===== src/rtl/i2c_pkg.sv =====
// Shared I2C definitions: PHY bit-command codes and the byte controller state encoding.
package i2c_pkg;

  localparam logic [2:0] CMD_START = 3'd0;
  localparam logic [2:0] CMD_STOP  = 3'd1;
  localparam logic [2:0] CMD_READ  = 3'd2;
  localparam logic [2:0] CMD_WRITE = 3'd3;
  localparam logic [2:0] CMD_NOP   = 3'd4;

  typedef enum logic [2:0] {
    ST_IDLE,
    ST_WAIT_BUS,
    ST_START,
    ST_BIT,
    ST_ACK,
    ST_STOP,
    ST_RESP
  } ctrl_state_e;

endpackage


===== src/rtl/i2c_master_byte_ctrl.sv =====
// Byte sequencer: one request (optional START, 8 data bits + ACK, optional STOP) becomes a stream of PHY
// bit commands; a single-cycle response pulse reports the result. Commands are held until the PHY reports done.
module i2c_master_byte_ctrl
  import i2c_pkg::*;
#(
  parameter int unsigned BUS_WAIT_TIMEOUT = 1_000_000
) (
  input  logic       clk_i,
  input  logic       rst_i,
  input  logic       req_valid_i,
  output logic       req_ready_o,
  input  logic       req_start_i,
  input  logic       req_stop_i,
  input  logic       req_read_i,
  input  logic [7:0] req_wdata_i,
  input  logic       req_nack_i,
  output logic       rsp_valid_o,
  output logic [7:0] rsp_rdata_o,
  output logic       rsp_nack_o,
  output logic       rsp_arb_lost_o,
  output logic       rsp_timeout_o,
  output logic       bus_owned_o,
  output logic [2:0] phy_cmd_o,
  output logic       phy_data_o,
  input  logic       phy_data_i,
  input  logic       phy_cmd_done_i,
  input  logic       phy_arb_lost_i,
  input  logic       phy_bus_busy_i
);

  localparam int unsigned TW_RAW = $clog2(BUS_WAIT_TIMEOUT + 1);
  localparam int unsigned TW     = (TW_RAW > 20) ? TW_RAW : 20;

  ctrl_state_e   state_q, state_n;
  logic [2:0]    cmd_q, cmd_n;
  logic          data_q, data_n;
  logic [7:0]    shift_q, shift_n;
  logic [2:0]    cnt_q, cnt_n;
  logic [TW-1:0] timer_q, timer_n;
  logic          owned_q, owned_n;
  logic          arb_q, arb_n;
  logic          nack_q, nack_n;
  logic          stop_q, stop_n;
  logic          read_q, read_n;
  logic          rnack_q, rnack_n;
  logic          rsp_valid_q, rsp_valid_n;
  logic [7:0]    rsp_rdata_q, rsp_rdata_n;
  logic          rsp_nack_q, rsp_nack_n;
  logic          rsp_arb_q, rsp_arb_n;
  logic          rsp_to_q, rsp_to_n;
  logic          to_resp, resp_arb, resp_to, active;

  assign req_ready_o    = (state_q == ST_IDLE);
  assign rsp_valid_o    = rsp_valid_q;
  assign rsp_rdata_o    = rsp_rdata_q;
  assign rsp_nack_o     = rsp_nack_q;
  assign rsp_arb_lost_o = rsp_arb_q;
  assign rsp_timeout_o  = rsp_to_q;
  assign bus_owned_o    = owned_q;
  assign phy_cmd_o      = cmd_q;
  assign phy_data_o     = data_q;

  always_ff @(posedge clk_i or posedge rst_i) begin
    if (rst_i) begin
      state_q     <= ST_IDLE;
      cmd_q       <= CMD_NOP;
      data_q      <= 1'b1;
      shift_q     <= 8'h00;
      cnt_q       <= 3'd0;
      timer_q     <= '0;
      owned_q     <= 1'b0;
      arb_q       <= 1'b0;
      nack_q      <= 1'b0;
      stop_q      <= 1'b0;
      read_q      <= 1'b0;
      rnack_q     <= 1'b0;
      rsp_valid_q <= 1'b0;
      rsp_rdata_q <= 8'h00;
      rsp_nack_q  <= 1'b0;
      rsp_arb_q   <= 1'b0;
      rsp_to_q    <= 1'b0;
    end else begin
      state_q     <= state_n;
      cmd_q       <= cmd_n;
      data_q      <= data_n;
      shift_q     <= shift_n;
      cnt_q       <= cnt_n;
      timer_q     <= timer_n;
      owned_q     <= owned_n;
      arb_q       <= arb_n;
      nack_q      <= nack_n;
      stop_q      <= stop_n;
      read_q      <= read_n;
      rnack_q     <= rnack_n;
      rsp_valid_q <= rsp_valid_n;
      rsp_rdata_q <= rsp_rdata_n;
      rsp_nack_q  <= rsp_nack_n;
      rsp_arb_q   <= rsp_arb_n;
      rsp_to_q    <= rsp_to_n;
    end
  end

  always_comb begin
    state_n     = state_q;
    cmd_n       = cmd_q;
    data_n      = data_q;
    shift_n     = shift_q;
    cnt_n       = cnt_q;
    timer_n     = timer_q;
    owned_n     = owned_q;
    arb_n       = arb_q;
    nack_n      = nack_q;
    stop_n      = stop_q;
    read_n      = read_q;
    rnack_n     = rnack_q;
    rsp_valid_n = 1'b0;
    rsp_rdata_n = 8'h00;
    rsp_nack_n  = 1'b0;
    rsp_arb_n   = 1'b0;
    rsp_to_n    = 1'b0;
    to_resp     = 1'b0;
    resp_arb    = 1'b0;
    resp_to     = 1'b0;
    active      = (state_q == ST_START) || (state_q == ST_BIT) ||
                  (state_q == ST_ACK) || (state_q == ST_STOP);

    case (state_q)
      ST_IDLE: begin
        if (req_valid_i) begin
          stop_n  = req_stop_i;
          read_n  = req_read_i;
          rnack_n = req_nack_i;
          shift_n = req_read_i ? 8'h00 : req_wdata_i;
          cnt_n   = 3'd7;
          timer_n = '0;
          nack_n  = 1'b0;
          arb_n   = 1'b0;
          if (req_start_i) begin
            state_n = owned_q ? ST_START : ST_WAIT_BUS;
            cmd_n   = owned_q ? CMD_START : CMD_NOP;
            data_n  = 1'b1;
          end else begin
            state_n = ST_BIT;
            cmd_n   = req_read_i ? CMD_READ : CMD_WRITE;
            data_n  = req_read_i ? 1'b1 : req_wdata_i[7];
          end
        end
      end
      ST_WAIT_BUS: begin
        if (!phy_bus_busy_i) begin
          state_n = ST_START;
          cmd_n   = CMD_START;
          data_n  = 1'b1;
        end else if (BUS_WAIT_TIMEOUT != 0 && timer_q == TW'(BUS_WAIT_TIMEOUT - 1)) begin
          to_resp = 1'b1;
          resp_to = 1'b1;
        end else begin
          timer_n = timer_q + TW'(1);
        end
      end
      ST_START: begin
        if (phy_cmd_done_i) begin
          owned_n = 1'b1;
          state_n = ST_BIT;
          cmd_n   = read_q ? CMD_READ : CMD_WRITE;
          data_n  = read_q ? 1'b1 : shift_q[7];
        end
      end
      ST_BIT: begin
        if (phy_cmd_done_i) begin
          // One register serves both directions: write bits leave at the MSB while read bits enter at the LSB.
          shift_n = {shift_q[6:0], phy_data_i};
          if (cnt_q == 3'd0) begin
            state_n = ST_ACK;
            cmd_n   = read_q ? CMD_WRITE : CMD_READ;
            data_n  = read_q ? rnack_q : 1'b1;
          end else begin
            cnt_n  = cnt_q - 3'd1;
            cmd_n  = read_q ? CMD_READ : CMD_WRITE;
            data_n = read_q ? 1'b1 : shift_q[6];
          end
        end
      end
      ST_ACK: begin
        if (phy_cmd_done_i) begin
          nack_n = read_q ? rnack_q : phy_data_i;
          if (stop_q) begin
            state_n = ST_STOP;
            cmd_n   = CMD_STOP;
            data_n  = 1'b1;
          end else begin
            to_resp = 1'b1;
          end
        end
      end
      ST_STOP: begin
        if (phy_cmd_done_i) begin
          owned_n = 1'b0;
          to_resp = 1'b1;
        end
      end
      ST_RESP: state_n = ST_IDLE;
      default: state_n = ST_IDLE;
    endcase

    // Arbitration loss overrides whatever the command completion above decided.
    if (phy_arb_lost_i) begin
      owned_n = 1'b0;
      if (active) arb_n = 1'b1;
    end
    if (active && phy_cmd_done_i && (arb_q || phy_arb_lost_i)) begin
      to_resp  = 1'b1;
      resp_arb = 1'b1;
      owned_n  = 1'b0;
    end

    if (to_resp) begin
      state_n     = ST_RESP;
      cmd_n       = CMD_NOP;
      data_n      = 1'b1;
      arb_n       = 1'b0;
      rsp_valid_n = 1'b1;
      rsp_rdata_n = read_q ? shift_n : 8'h00;
      rsp_nack_n  = nack_n;
      rsp_arb_n   = resp_arb;
      rsp_to_n    = resp_to;
    end
  end

endmodule


===== config.mk =====
export PLATFORM = sky130hd
export DESIGN_NAME = i2c_master_byte_ctrl
export DESIGN_NICKNAME = d
export VERILOG_FILES = /design/src/rtl/i2c_pkg.sv /design/src/rtl/i2c_master_byte_ctrl.sv
export SDC_FILE = /design/constraint.sdc
export NUM_CORES = 1
export LEC_CHECK = 0
export CAP_MARGIN = 20
export CORE_MARGIN = 1.5
export CORE_UTILIZATION = 40
export CTS_CLUSTER_SIZE = 25
export DETAILED_ROUTE_END_ITERATION = 8
export HOLD_SLACK_MARGIN = 0.1
export SKIP_LAST_GASP = 1
export SYNTH_ARGS = -nofsm -noshare
export SYNTH_HDL_FRONTEND = slang
export SYNTH_SLANG_ARGS = --single-unit

===== constraint.sdc =====
create_clock -name clk_i -period 3.2 [get_ports clk_i]
set_input_delay 0.96 -clock clk_i [delete_from_list [all_inputs] [get_ports clk_i]]
set_output_delay 0.96 -clock clk_i [all_outputs]
set_load 0.02 [all_outputs]

==> results summary, run 1 <==
The signal arrival time at the worst endpoint is 1820 ps. The layout-stage area growth over the synthesis result came out at 20.0%. The detailed placer's ending HPWL is 5170 microns. The count of clock tree sinks is between 50 and 60.

The total of buffers placed on input and output ports is 36. The headroom to the max-slew limit came out at between 50% and 60%. The first global-routing pass estimated 12,600 microns of wire. The core region is 0.00733 sq mm. The starting density of the core is 41.7%.

Summing the areas of all compound-gate instances in the mapped netlist gives 19.5% of the synthesized area. The endpoint required time on the critical path came out at 2240 ps. In this run the core area contains 31 standard-cell rows.

Ranked by total cell area, the synthesized netlist is headed by dfrtp_1 44%, nand2_1 4.7%, a21oi_1 3.6%. The max-cap check violation count is 0. The flow ran to the end, and the final reports show no timing, DRC or antenna violations. Walking the worst path, the cells encountered are nor3_1 -> clkdlybuf4s50_1. The via-per-instance ratio came out at 5.56. STA classifies the critical path startpoint as a register. Subtracting the final worst setup slack from the clock period gives ~2800 ps. Summed over all cells, the static leakage comes to 1.58 nW. The library cell used as clock root buffer is clkbuf_8. The worst-path cell with the longest stage delay is clkdlybuf4s50_1. The final core utilization is 50.1%.

The highest clock frequency the design can meet is around 360 MHz. The max-slew violation total from the final report is 0. Before antenna repair, the detailed router went through 4 iterations.

The type of element capturing the critical path is an output port. The maximum number of pins on one net before global-route repair is 42. The most frequently used flop master after synthesis is dfrtp_1. The count of synthesis-stage warnings from yosys is 0. The total of endpoints with negative setup slack in the final report is 0. The count of nets left with antenna violations after detail routing is 0.

TritonCTS built the clock tree. The path class of the lowest-slack min-delay path is reg -> reg. In the synthesized netlist, the number of instances is roughly 320. The total CTS buffers is 5. The initial antenna violation count came out at 0. The number of antenna repair diodes came out at 0.

For this block, the via count after detailed routing is 2,562. The proportion of synthesized area in mux cells is ~2.0%. In this run the mean area of a mapped cell was 9.53 sq um. After Yosys synthesis, full adders, half adders and majority gates account for 2.37% of the synthesized area. The biggest area contributor in the post-synthesis netlist is dfrtp_1.

The number of storage elements in the synthesis netlist came out at 56. The final hold violation count came out at 0. The total I/O pin count came out at 37. Yosys mapped the design onto 58 distinct sky130hd cell types. The height of the chip came out at 90.5 microns. The transition time at the pin with the least slew margin is about 660 ps. The routed wire length per instance came out at 15.5 microns.

The count of instances resized after the clock tree is built came out at 0. The final global-route overflow total came out at 0. The number of global-route vias before repair is 2,556. The area of the mapped netlist came out at 0.00306 sq mm. The fraction of registers with async set or reset after synthesis came out at 100%. The number of hold buffers added after cts is 0. The largest fanout on the critical path is 9. The detailed-route wire length is 7130 microns. The clock transition time at the flip-flop clock pins of the worst setup and hold paths is about 100 ps. Setup repair after global routing left no endpoint under its margin. The number of enable flip-flop cells after synthesis is 0. From left edge to right edge, the die measures 90.5 microns. After detailed routing, the number of remaining DRC violations is 0. The maximum single-stage delay on the critical path came out at 670 ps. The portion of synthesized cell area occupied by the leading cell type came out at 44.2%. Dividing the final minimum period by the clock period gives 86.9%. The summed negative setup slack over all endpoints is 0 ps.

The layout net count is 385. The path type of the worst setup path is reg -> out. The fraction of final layout cells with drive strength greater than 1 is 9.39%.

The die outline area came out at 0.00818 sq mm. Of the synthesized area, sequential elements account for 45.9%. Routability-driven placement finished with a final weighted congestion of 0.877. The dominant combinational cell family by area after synthesis is simple AND/OR/NAND/NOR gates. The clock passes through at most 2 buffers. The worst-case IR drop observed on VDD is around 0.23 mV. The xor/xnor share of the synthesized area is roughly 2.3%. The final clock skew is 9.92 ps.

The overall global routing resource usage is between 10% and 20%. The clock latency on the worst-skew pair is 310 ps. The H-tree level count is 2.

The power density relative to cell area is 733 mW/mm^2. The detailed router finished its first iteration with 186 violations. The number of buffers inserted by post-CTS setup repair came out at 0. The area share of and/or/nand/nor cells after synthesis is roughly 24%. The number of nets in the synthesized netlist is 345.
## stage by stage
stage                     setup slack [ps]  total power [mW]  instance area (sq um)  hold WS (ps)  cells
after floorplan                        620              1.90                   3060           453    321
after global placement                 175              2.31                   3580           475    453
after detailed placement               117              2.32                   3580           479    453
after global routing                   352              2.91                   3670           539    461
final                                  418              2.69                   3670           509    461
after CTS                              431              2.71                   3670           505    461
## kinds of logic (layout without fill, tap and decap cells)
family / after synthesis / in the layout
adder cells (fa/ha/maj): 6 / 6
AO/OA/AOI/OAI: 81 / 81
XOR/XNOR: 8 / 8
buffers and inverters: 28 / 69
multiplexers: 6 / 6
flip-flops: 56 / 56
AND/OR/NAND/NOR: 136 / 136
## power breakdown
part | leakage (nW) | internal [mW] | switching (mW)
clock | 0.0414 | 0.156 | 0.232
sequential | 0.737 | 0.879 | 0.131
combinational | 0.803 | 0.540 | 0.754
## final cells by class
cell class / instances / area, sq um
fillers: 690 / 3660
multi-input cells: 237 / 1550
flip-flops and latches: 56 / 1400
repair buffers: 47 / 455
well taps: 99 / 124
clock buffers: 6 / 72.6
inverters: 14 / 52.6
clock inverters: 2 / 16.3
## state kept, by name, summed over array words and instances, names as in the netlist
name            flops
timer_q            20
rsp_rdata_o         8
shift_q             8
cnt_q               3
phy_cmd_o           3
state_q             3
arb_q               1
bus_owned_o         1
nack_q              1
phy_data_o          1
read_q              1
rnack_q             1
rsp_arb_lost_o      1
rsp_nack_o          1
rsp_timeout_o       1
rsp_valid_o         1
stop_q              1
## metal layers
metal	share of wire, %	track usage [%]	up-vias	wire length, microns
met2	49	31.1	58	3470
met4	0.76	3.84	0	54
met5	0	0	-	0
li1	-	-	1258	-
met1	47	25.6	1238	3350
met3	3.6	2.95	8	254
## cell usage in the layout (no fill, tap or decap), types with 2 or more instances in the layout
cell type        instances
ha_1                     5
o32ai_1                  3
nor4_1                   5
nor2_1                  23
nor3_1                  11
o32a_1                   3
and4_1                   2
buf_4                   10
or4_1                    3
a22oi_1                 11
nand3_1                  8
inv_1                   12
dfstp_2                  2
mux2i_1                  6
a41o_2                   2
nand2_1                 38
a31oi_1                  2
nor2b_1                  4
clkdlybuf4s50_1         36
nor3b_1                  2
o2111ai_1                2
and3_1                  11
xnor2_1                  4
nand2b_1                 4
a211oi_1                 4
o31ai_1                  2
o21ai_0                 13
and2_1                   4
nor4b_1                  3
o211ai_1                 5
xor2_1                   4
a21oi_1                 22
nand4_1                  3
or3_1                    7
dfrtp_1                 54
clkbuf_8                 5
## Yosys cell counts (4+ instances only)
cell      number
dfrtp_1       54
nand2b_1       4
nor4_1         5
nand2_1       38
nor2b_1        4
and3_1        11
inv_1         13
o211ai_1       5
a21oi_1       22
xnor2_1        4
buf_2          5
nor3_1        11
nand3_1        8
mux2i_1        6
or3_1          7
a22oi_1       11
nor2_1        23
xor2_1         4
a211oi_1       4
o21ai_0       13
ha_1           5
clkbuf_1       8
and2_1         4
## final timing paths
kind,startpoint,endpoint,slack (ps),depth (start not counted)
max in group asynchronous,rst_i,phy_data_o$_DFFE_PP1P_,1680,3
worst min-delay path,shift_q[2]$_DFF_PP0_,shift_q[3]$_DFF_PP0_,510,2
worst min register to register,shift_q[2]$_DFF_PP0_,shift_q[3]$_DFF_PP0_,510,2
worst max-delay path,state_q[0]$_DFFE_PP0P_,req_ready_o,420,2
min in group asynchronous,rst_i,state_q[0]$_DFFE_PP0P_,930,2
worst max register to register,state_q[1]$_DFFE_PP0P_,rsp_rdata_o[0]$_DFF_PP0_,640,7
## worst max-delay path: cells and delay by family (launching register included)
family,cells,cell delay [ps]
buffers and inverters,1,670
DFF,1,530
and+or+nand+nor,1,310
Power figures use the tool's default switching activity.
==> inputs of run 2 (changes only) <==
- CORE_MARGIN: 1.5 -> unset
==> run 2 against run 1 <==
Compared with the run above:
- cell count is 0.43% higher
- flip-flop and latch count is the same
- hold slack got worse by 11 ps
- wire length increased by 1.9%
- via count is 0.16% higher
- worst setup slack worse by 6.0 ps
- non-clock buffer count increased by 2
- critical path depth unchanged
- core utilization rose by 0.15 points
- largest cell class unchanged
- largest power group unchanged
==> results summary, run 2 (synthesis results as in run 1) <==
The share of the clock period used by the worst path is 87.1% (+0.19 points). The count of nets left with antenna violations after detail routing is 0 (unchanged). TritonCTS built the clock tree. The minimum clock period after layout is 2790 ps (+6.00 ps). The overall global routing resource usage came out at 19.9% (+1.3 points). The maximum single-stage delay on the critical path is 660 ps (about the same). The signal arrival time at the worst endpoint was 1830 ps (about the same). The summed area of non-filler cells in the final layout is 0.00368 sq mm (+0.31%). The final-layout worst hold slack was 497 ps (-11.4 ps).

The last weighted congestion value of the routability-driven placer is 0.852 (-2.8%). The number of antenna repair diodes is 0 (unchanged). The final core utilization came out at 50.2% (+0.15 points). The library cell used as clock root buffer is clkbuf_8.

The total CTS buffers came out at 5 (unchanged). The final global-route overflow total is 0 (unchanged). The fill cell total of the finished layout came to 684 (-0.87%). The critical path goes through nor3_1 -> clkdlybuf4s50_1.

The layout net count is 387 (+0.52%). The area of combinational cells with multiple inputs is 0.00155 sq mm (unchanged). The static leakage came to 1.59 nW (+0.46%). The core area was 0.00733 sq mm (unchanged).

The total I/O pin count is 37 (unchanged). The net switching power figure is 1.13 mW (+0.73%). The number of DRC violations after detailed-routing iteration 0 came out at 164 (-12%). The final hold violation count is 0 (unchanged). The routed wire length per instance was 15.7 microns (+1.4%). The H-tree level count came out at 2 (unchanged). The library cell used most frequently in the layout, excluding fill and tap cells, is dfrtp_1. The detailed placer's ending HPWL is 5280 microns (+2.1%). The initial antenna violation count is 0 (unchanged). The maximum vdd ir drop is 0.230 mV (-0.73%). The number of hold buffers added after cts is 0 (unchanged).

The number of flip-flops in the largest register is 20 (unchanged). The first-pass GRT wire length is 12,200 microns (-3.6%). The worst setup path is captured at an output port.

The maximum clock path buffer count came to 2 (unchanged). Counting flops per register, the top entry is timer_q. The area occupied by registers came out at 0.00140 sq mm (unchanged). The share of total power in sequential cells is 37.7% (+0.2 points). The number of buffers inserted by post-CTS setup repair was 0 (unchanged). In the layout the commonest cells are 54 x dfrtp_1, 38 x nand2_1, 36 x clkdlybuf4s50_1. The run finished with clean final reports.

The final clock skew is 13.3 ps (+3.35 ps). The clock transition time at the flip-flop clock pins of the worst setup and hold paths was 110 ps (about the same). The power density relative to cell area came to 741 mW/mm^2 (+1.1%).

The overall via count from detail_route is 2,566 (+0.16%). The instance area after placement is 0.00358 sq mm (about the same). The max-slew violation total from the final report is 0 (unchanged). The starting density of the core came out at 41.7% (unchanged). The number of global-route vias before repair came out at 2,422 (-5.2%). The path class of the lowest-slack min-delay path is reg -> reg. The post-route DRC violation count is 0 (unchanged).

The most critical setup path has its startpoint at state_q[2]$_DFFE_PP0P_. STA classifies the critical path startpoint as a register. Setup repair after global routing left no endpoint under its margin. The count of instances resized after the clock tree is built is 0 (unchanged). The combinational power share came out at 47.1% (-1.0 points). The total of endpoints with negative setup slack in the final report was 0 (unchanged). The largest fanout on the critical path is 9 (unchanged). The count of clock tree sinks is 56 (unchanged). The summed negative setup slack over all endpoints came to 0 ps (unchanged). The worst-path cell with the longest stage delay is clkdlybuf4s50_1. The highest clock frequency the design can meet came out at 359 MHz (-0.22%).

The maximum number of pins on one net before global-route repair was 25 (-40%). The height of the chip was 89.5 microns (-1.1%). The number of iterations in the first detailed-routing pass is 6 (+2). Relative to the synthesized area, the layout overhead comes to 20.3%. The endpoint required time on the critical path came out at 2240 ps (about the same). The total of buffers placed on input and output ports was 36 (unchanged).

The fraction of final layout cells with drive strength greater than 1 is 10.2% (+0.77 points). The headroom to the max-slew limit came out at 58.3% (+2.2 points). The clock power share was 15.2% (+0.8 points). The path type of the worst setup path is reg -> out. The floorplan die width is 89.5 microns (-1.1%).

The internal power contribution came out at 1.60 mW (+1.9%). The switching portion of total power is 41.2% (-0.28 points). The number of rows created at floorplan is 31 (unchanged).

The via-per-instance ratio came out at 5.54 (-0.28%). The worst register-to-register path begins at state_q[1]$_DFFE_PP0P_. The transition time at the pin with the least slew margin came out at 623 ps (-33.0 ps).

The max-cap check violation count came out at 0 (unchanged). The clock latency on the worst-skew pair came out at 310 ps (about the same). The detailed-route wire length is 7260 microns (+1.9%).

The die outline area is 0.00800 sq mm (-2.2%). The startpoint of the lowest-slack hold path is shift_q[1]$_DFF_PP0_. The internal reg-to-reg setup slack came out at 790 ps (+150 ps).
run 2: cell count changes in the layout (fill, tap and decap cells not counted), sizes merged:
cell / delta
clkinvlp: +1
clkinv: -1
buf: +2
run 2: area by class of cell:
cell class                      instances  area share (%)
Timing Repair Buffer                   49            12.4
Multi-Input combinational cell        237            42.0
Clock buffer                            6            2.24
Clock inverter                          2           0.408
Tap cell                               99            3.36
Sequential cell                        56            38.1
Inverter                               14            1.43
run 2: critical path: cells and delay by family (launching register included):
kind,cells,cell delay [ps]
and+or+nand+nor,1,320
DFF,1,530
buffers and inverters,1,660
run 2: path summary, 6_finish.rpt:
kind                                       endpoint  cells past startpoint
setup / recovery                        req_ready_o                      2
setup reg to reg           rsp_rdata_o[6]$_DFF_PP0_                      7
hold / removal                 shift_q[2]$_DFF_PP0_                      2
min in group asynchronous   timer_q[18]$_DFFE_PP0P_                      2
hold reg to reg                shift_q[2]$_DFF_PP0_                      2
max in group asynchronous    phy_data_o$_DFFE_PP1P_                      3
run 2: metrics by stage:
stage / std cells / total power [mW] / setup WS, ps
after floorplan: 321 / 1.90 / 620
after global placement: 455 / 2.33 / 154
after detailed placement: 455 / 2.33 / 153
after CTS: 463 / 2.75 / 405
after global routing: 463 / 2.94 / 353
final: 463 / 2.73 / 412
run 2: layer usage:
layer	part of all wire, %	routed length (microns)	vias up	track usage (%)
met4	0.73	53	0	3.75
met2	48	3470	57	33.7
met1	48	3500	1237	27.2
li1	-	-	1265	-
met3	3.2	232	7	3.14
met5	0	0	-	0
run 2: power groups by stage:
stage               registers [mW]  logic (mW)  clock network (mW)
floorplan                     1.03       0.869                   0
global placement              1.04        1.29                   0
detailed placement            1.04        1.29                   0
CTS                           1.03        1.30               0.428
global route                  1.05        1.44               0.452
finish                        1.03        1.29               0.414
==> inputs of run 3 (changes only) <==
- CORE_ASPECT_RATIO: unset -> 1.25
==> run 3 against run 2 <==
Compared with the run above:
- count of clock-buffer cells in the layout down 1
- cell area rose by 0.27%
- non-clock buffer count rose by 1
- largest power group unchanged
- highest routed layer unchanged
==> results summary, run 3 (synthesis results as in run 1) <==
The run finished with clean final reports. The summed area of non-filler cells in the final layout came out at 0.00369 sq mm (+0.27%). The maximum vdd ir drop is 0.436 mV (+90%). The instance area after placement is 0.00360 sq mm (+0.31%). The number of flip-flops in the largest register came out at 20 (unchanged). The post-placement worst setup slack came out at 222 ps (+69.3 ps).

The global-route met2 utilization came to 35.4% (+1.7 points). The clock transition time at the flip-flop clock pins of the worst setup and hold paths is 110 ps (about the same). The kind of cell with the highest combined delay on the critical path is buffers and inverters. The number of global-route vias before repair came to 2,636 (+8.8%). The fill cell total of the finished layout came out at 706 (+3.2%). The power density relative to cell area came to 739 mW/mm^2 (-0.30%). The count of instances resized after the clock tree is built is 0 (unchanged). The core area was 0.00740 sq mm (+0.96%). The worst reg2reg path depth came out at 7 (unchanged). The worst hold path terminates at shift_q[3]$_DFF_PP0_. In this run the critical register-to-register path is launched from state_q[1]$_DFFE_PP0P_.

STA classifies the critical path endpoint as an output port. The height of the chip came out at 99.8 microns (+12%). The starting density of the core was 41.4% (-0.40 points). The number of hold buffers added after cts came out at 0 (unchanged). The total of endpoints with negative setup slack in the final report came out at 0 (unchanged). The net switching power figure is 1.13 mW (+0.76%).

The tightest min-delay check is of the reg -> reg type. The via-per-instance ratio was 5.65 (+1.9%). The number of DRC violations after detailed-routing iteration 0 was 149 (-9.1%). The overall via count from detail_route is 2,580 (+0.55%). TritonCTS built the clock tree. Relative to the synthesized area, the layout overhead comes to 20.6%. The final core utilization is 49.9% (-0.34 points). The startpoint of the lowest-slack hold path is shift_q[2]$_DFF_PP0_. The overall global routing resource usage is 19.6% (-0.35 points). The max-cap check violation count came to 0 (unchanged). The max-slew violation total from the final report is 0 (unchanged).

On the critical path, the stage with the largest delay is an instance of clkdlybuf4s50_1. The worst setup path is of the reg -> out kind. The detailed placer's ending HPWL came out at 5290 microns (+0.26%). The highest clock frequency the design can meet is 363 MHz (+1.1%). The transition time at the pin with the least slew margin was 573 ps (-50.3 ps). The post-route DRC violation count is 0 (unchanged). The area of combinational cells with multiple inputs is 0.00155 sq mm (unchanged).

The number of buffer and inverter stages on the critical path is 1 (unchanged). The global-route track usage on met1 came out at 23.9% (-3.3 points). The maximum number of pins on one net before global-route repair came out at 33 (+32%). Leaving out fill and tap cells, the most frequent cell in the layout is dfrtp_1. The number of antenna repair diodes is 0 (unchanged). The final clock skew came out at 9.49 ps (-3.79 ps). The final hold violation count came out at 0 (unchanged). The combinational power share was 47.3% (+0.2 points). The floorplan die width came out at 80.2 microns (-10%). The clock latency on the worst-skew pair came out at 310 ps (about the same). In this run the clock root is driven by a clkbuf_8.

The static leakage came out at 1.60 nW (+0.78%). Counting flops per register, the top entry is timer_q. The endpoint required time on the critical path is 2240 ps (about the same).

The internal power contribution came out at 1.60 mW (-0.59%). The count of nets left with antenna violations after detail routing was 0 (unchanged). The final global-route overflow total is 0 (unchanged). The H-tree level count is 2 (unchanged).

The fraction of final layout cells with drive strength greater than 1 is 10.4% (+0.25 points). The internal reg-to-reg setup slack came out at 850 ps (+60 ps). The headroom to the max-slew limit came out at 61.3% (+3.0 points). Traced cell by cell, the critical path runs through nor3_1 -> clkdlybuf4s50_1. The minimum clock period after layout came out at 2760 ps (-30.1 ps). The maximum clock path buffer count came out at 2 (unchanged). The critical path launch point type is a register. The total of buffers placed on input and output ports was 36 (unchanged). The number of rows created at floorplan came to 35 (+13%). The setup slack of the critical path after layout came out at 442 ps (+30.1 ps). The final-layout worst hold slack came to 493 ps (-4.00 ps).

The number of iterations in the first detailed-routing pass is 4 (-2). The largest fanout on the critical path is 9 (unchanged). Setup repair after global routing left no endpoint under its margin. The count of clock tree sinks came out at 56 (unchanged). The total CTS buffers is 5 (unchanged).

The signal arrival time at the worst endpoint came to 1800 ps (-30 ps). met2 is the most crowded layer. The area occupied by registers came out at 0.00140 sq mm (unchanged).

The last weighted congestion value of the routability-driven placer is 0.864 (+1.4%). The number of buffers inserted by post-CTS setup repair came to 0 (unchanged). The die outline area is 0.00801 sq mm (about the same). The met3 layer usage reported by global route was 3.00% (-0.14 points). The number of cells on the worst hold path came out at 2 (unchanged).

The summed negative setup slack over all endpoints is 0 ps (unchanged). In the layout the commonest cells are 54 x dfrtp_1, 38 x nand2_1, 36 x clkdlybuf4s50_1. The share of total power in sequential cells came to 37.6% (about the same). The first-pass GRT wire length is 12,400 microns (+1.5%). The routed wire length per instance was 15.8 microns (+0.88%). The total I/O pin count is 37 (unchanged). The clock power share is 15.1% (about the same). The share of the clock period used by the worst path is 86.2% (-0.94 points).

The worst register-to-register path ends at state_q[1]$_DFFE_PP0P_. The layout net count came out at 388 (+0.26%). The initial antenna violation count was 0 (unchanged). The switching portion of total power is 41.5% (+0.33 points).

The detailed-route wire length is 7230 microns (-0.43%). The maximum single-stage delay on the critical path came out at 670 ps (about the same).
## run 3: cell types whose count changed in the layout (fill, tap and decap cells not counted)
cell / before / now
buf_12: 0 / 1
clkbuf_8: 6 / 5
clkinv_4: 0 / 1
clkinvlp_4: 2 / 1
inv_8: 0 / 1
## run 3: worst max-delay path by stage
stage / end / depth (start not counted) / slack (ps) / start
floorplan: state_q[1]$_DFFE_PP0P_ / 8 / 620 / state_q[1]$_DFFE_PP0P_
global route: req_ready_o / 2 / 390 / state_q[2]$_DFFE_PP0P_
global placement: rsp_rdata_o[7]$_DFF_PP0_ / 6 / 260 / req_valid_i
CTS: req_ready_o / 2 / 430 / state_q[2]$_DFFE_PP0P_
finish: req_ready_o / 2 / 440 / state_q[2]$_DFFE_PP0P_
detailed placement: rsp_rdata_o[2]$_DFF_PP0_ / 6 / 220 / req_valid_i
## run 3: final cells by class
class | count | share of cell area, %
well taps | 92 | 3.12
repair buffers | 50 | 12.9
clock inverters | 3 | 0.746
clock buffers | 5 | 1.86
inverters | 14 | 1.42
flip-flops and latches | 56 | 38.0
multi-input cells | 237 | 41.9
## run 3: layer usage
layer  vias up  routed length (microns)  part of all wire [%]
met5         -                        0                     0
met4         0                       68                  0.94
met3         7                      296                   4.1
met2        61                     3670                    51
met1      1249                     3200                    44
li1       1263                        -                     -
## run 3: power by group through the flow
stage	registers, mW	clock network (mW)	logic (mW)
after floorplan	1.03	0	0.869
after global placement	1.04	0	1.29
after detailed placement	1.04	0	1.30
after CTS	1.03	0.425	1.30
after global routing	1.05	0.461	1.43
final	1.03	0.412	1.29
## run 3: worst register-to-register path, cell delays in order, from the launching register on
cell       delay [ps]
dfrtp_1           560
inv_1             130
ha_1              350
nor3_1             80
buf_4             160
nor3_1            430
o2bb2ai_2         170
o32a_1            360
## run 3: stage by stage
stage / power (mW) / instances
floorplan: 1.90 / 321
global placement: 2.33 / 449
detailed placement: 2.34 / 449
CTS: 2.75 / 457
global route: 2.95 / 457
finish: 2.73 / 457
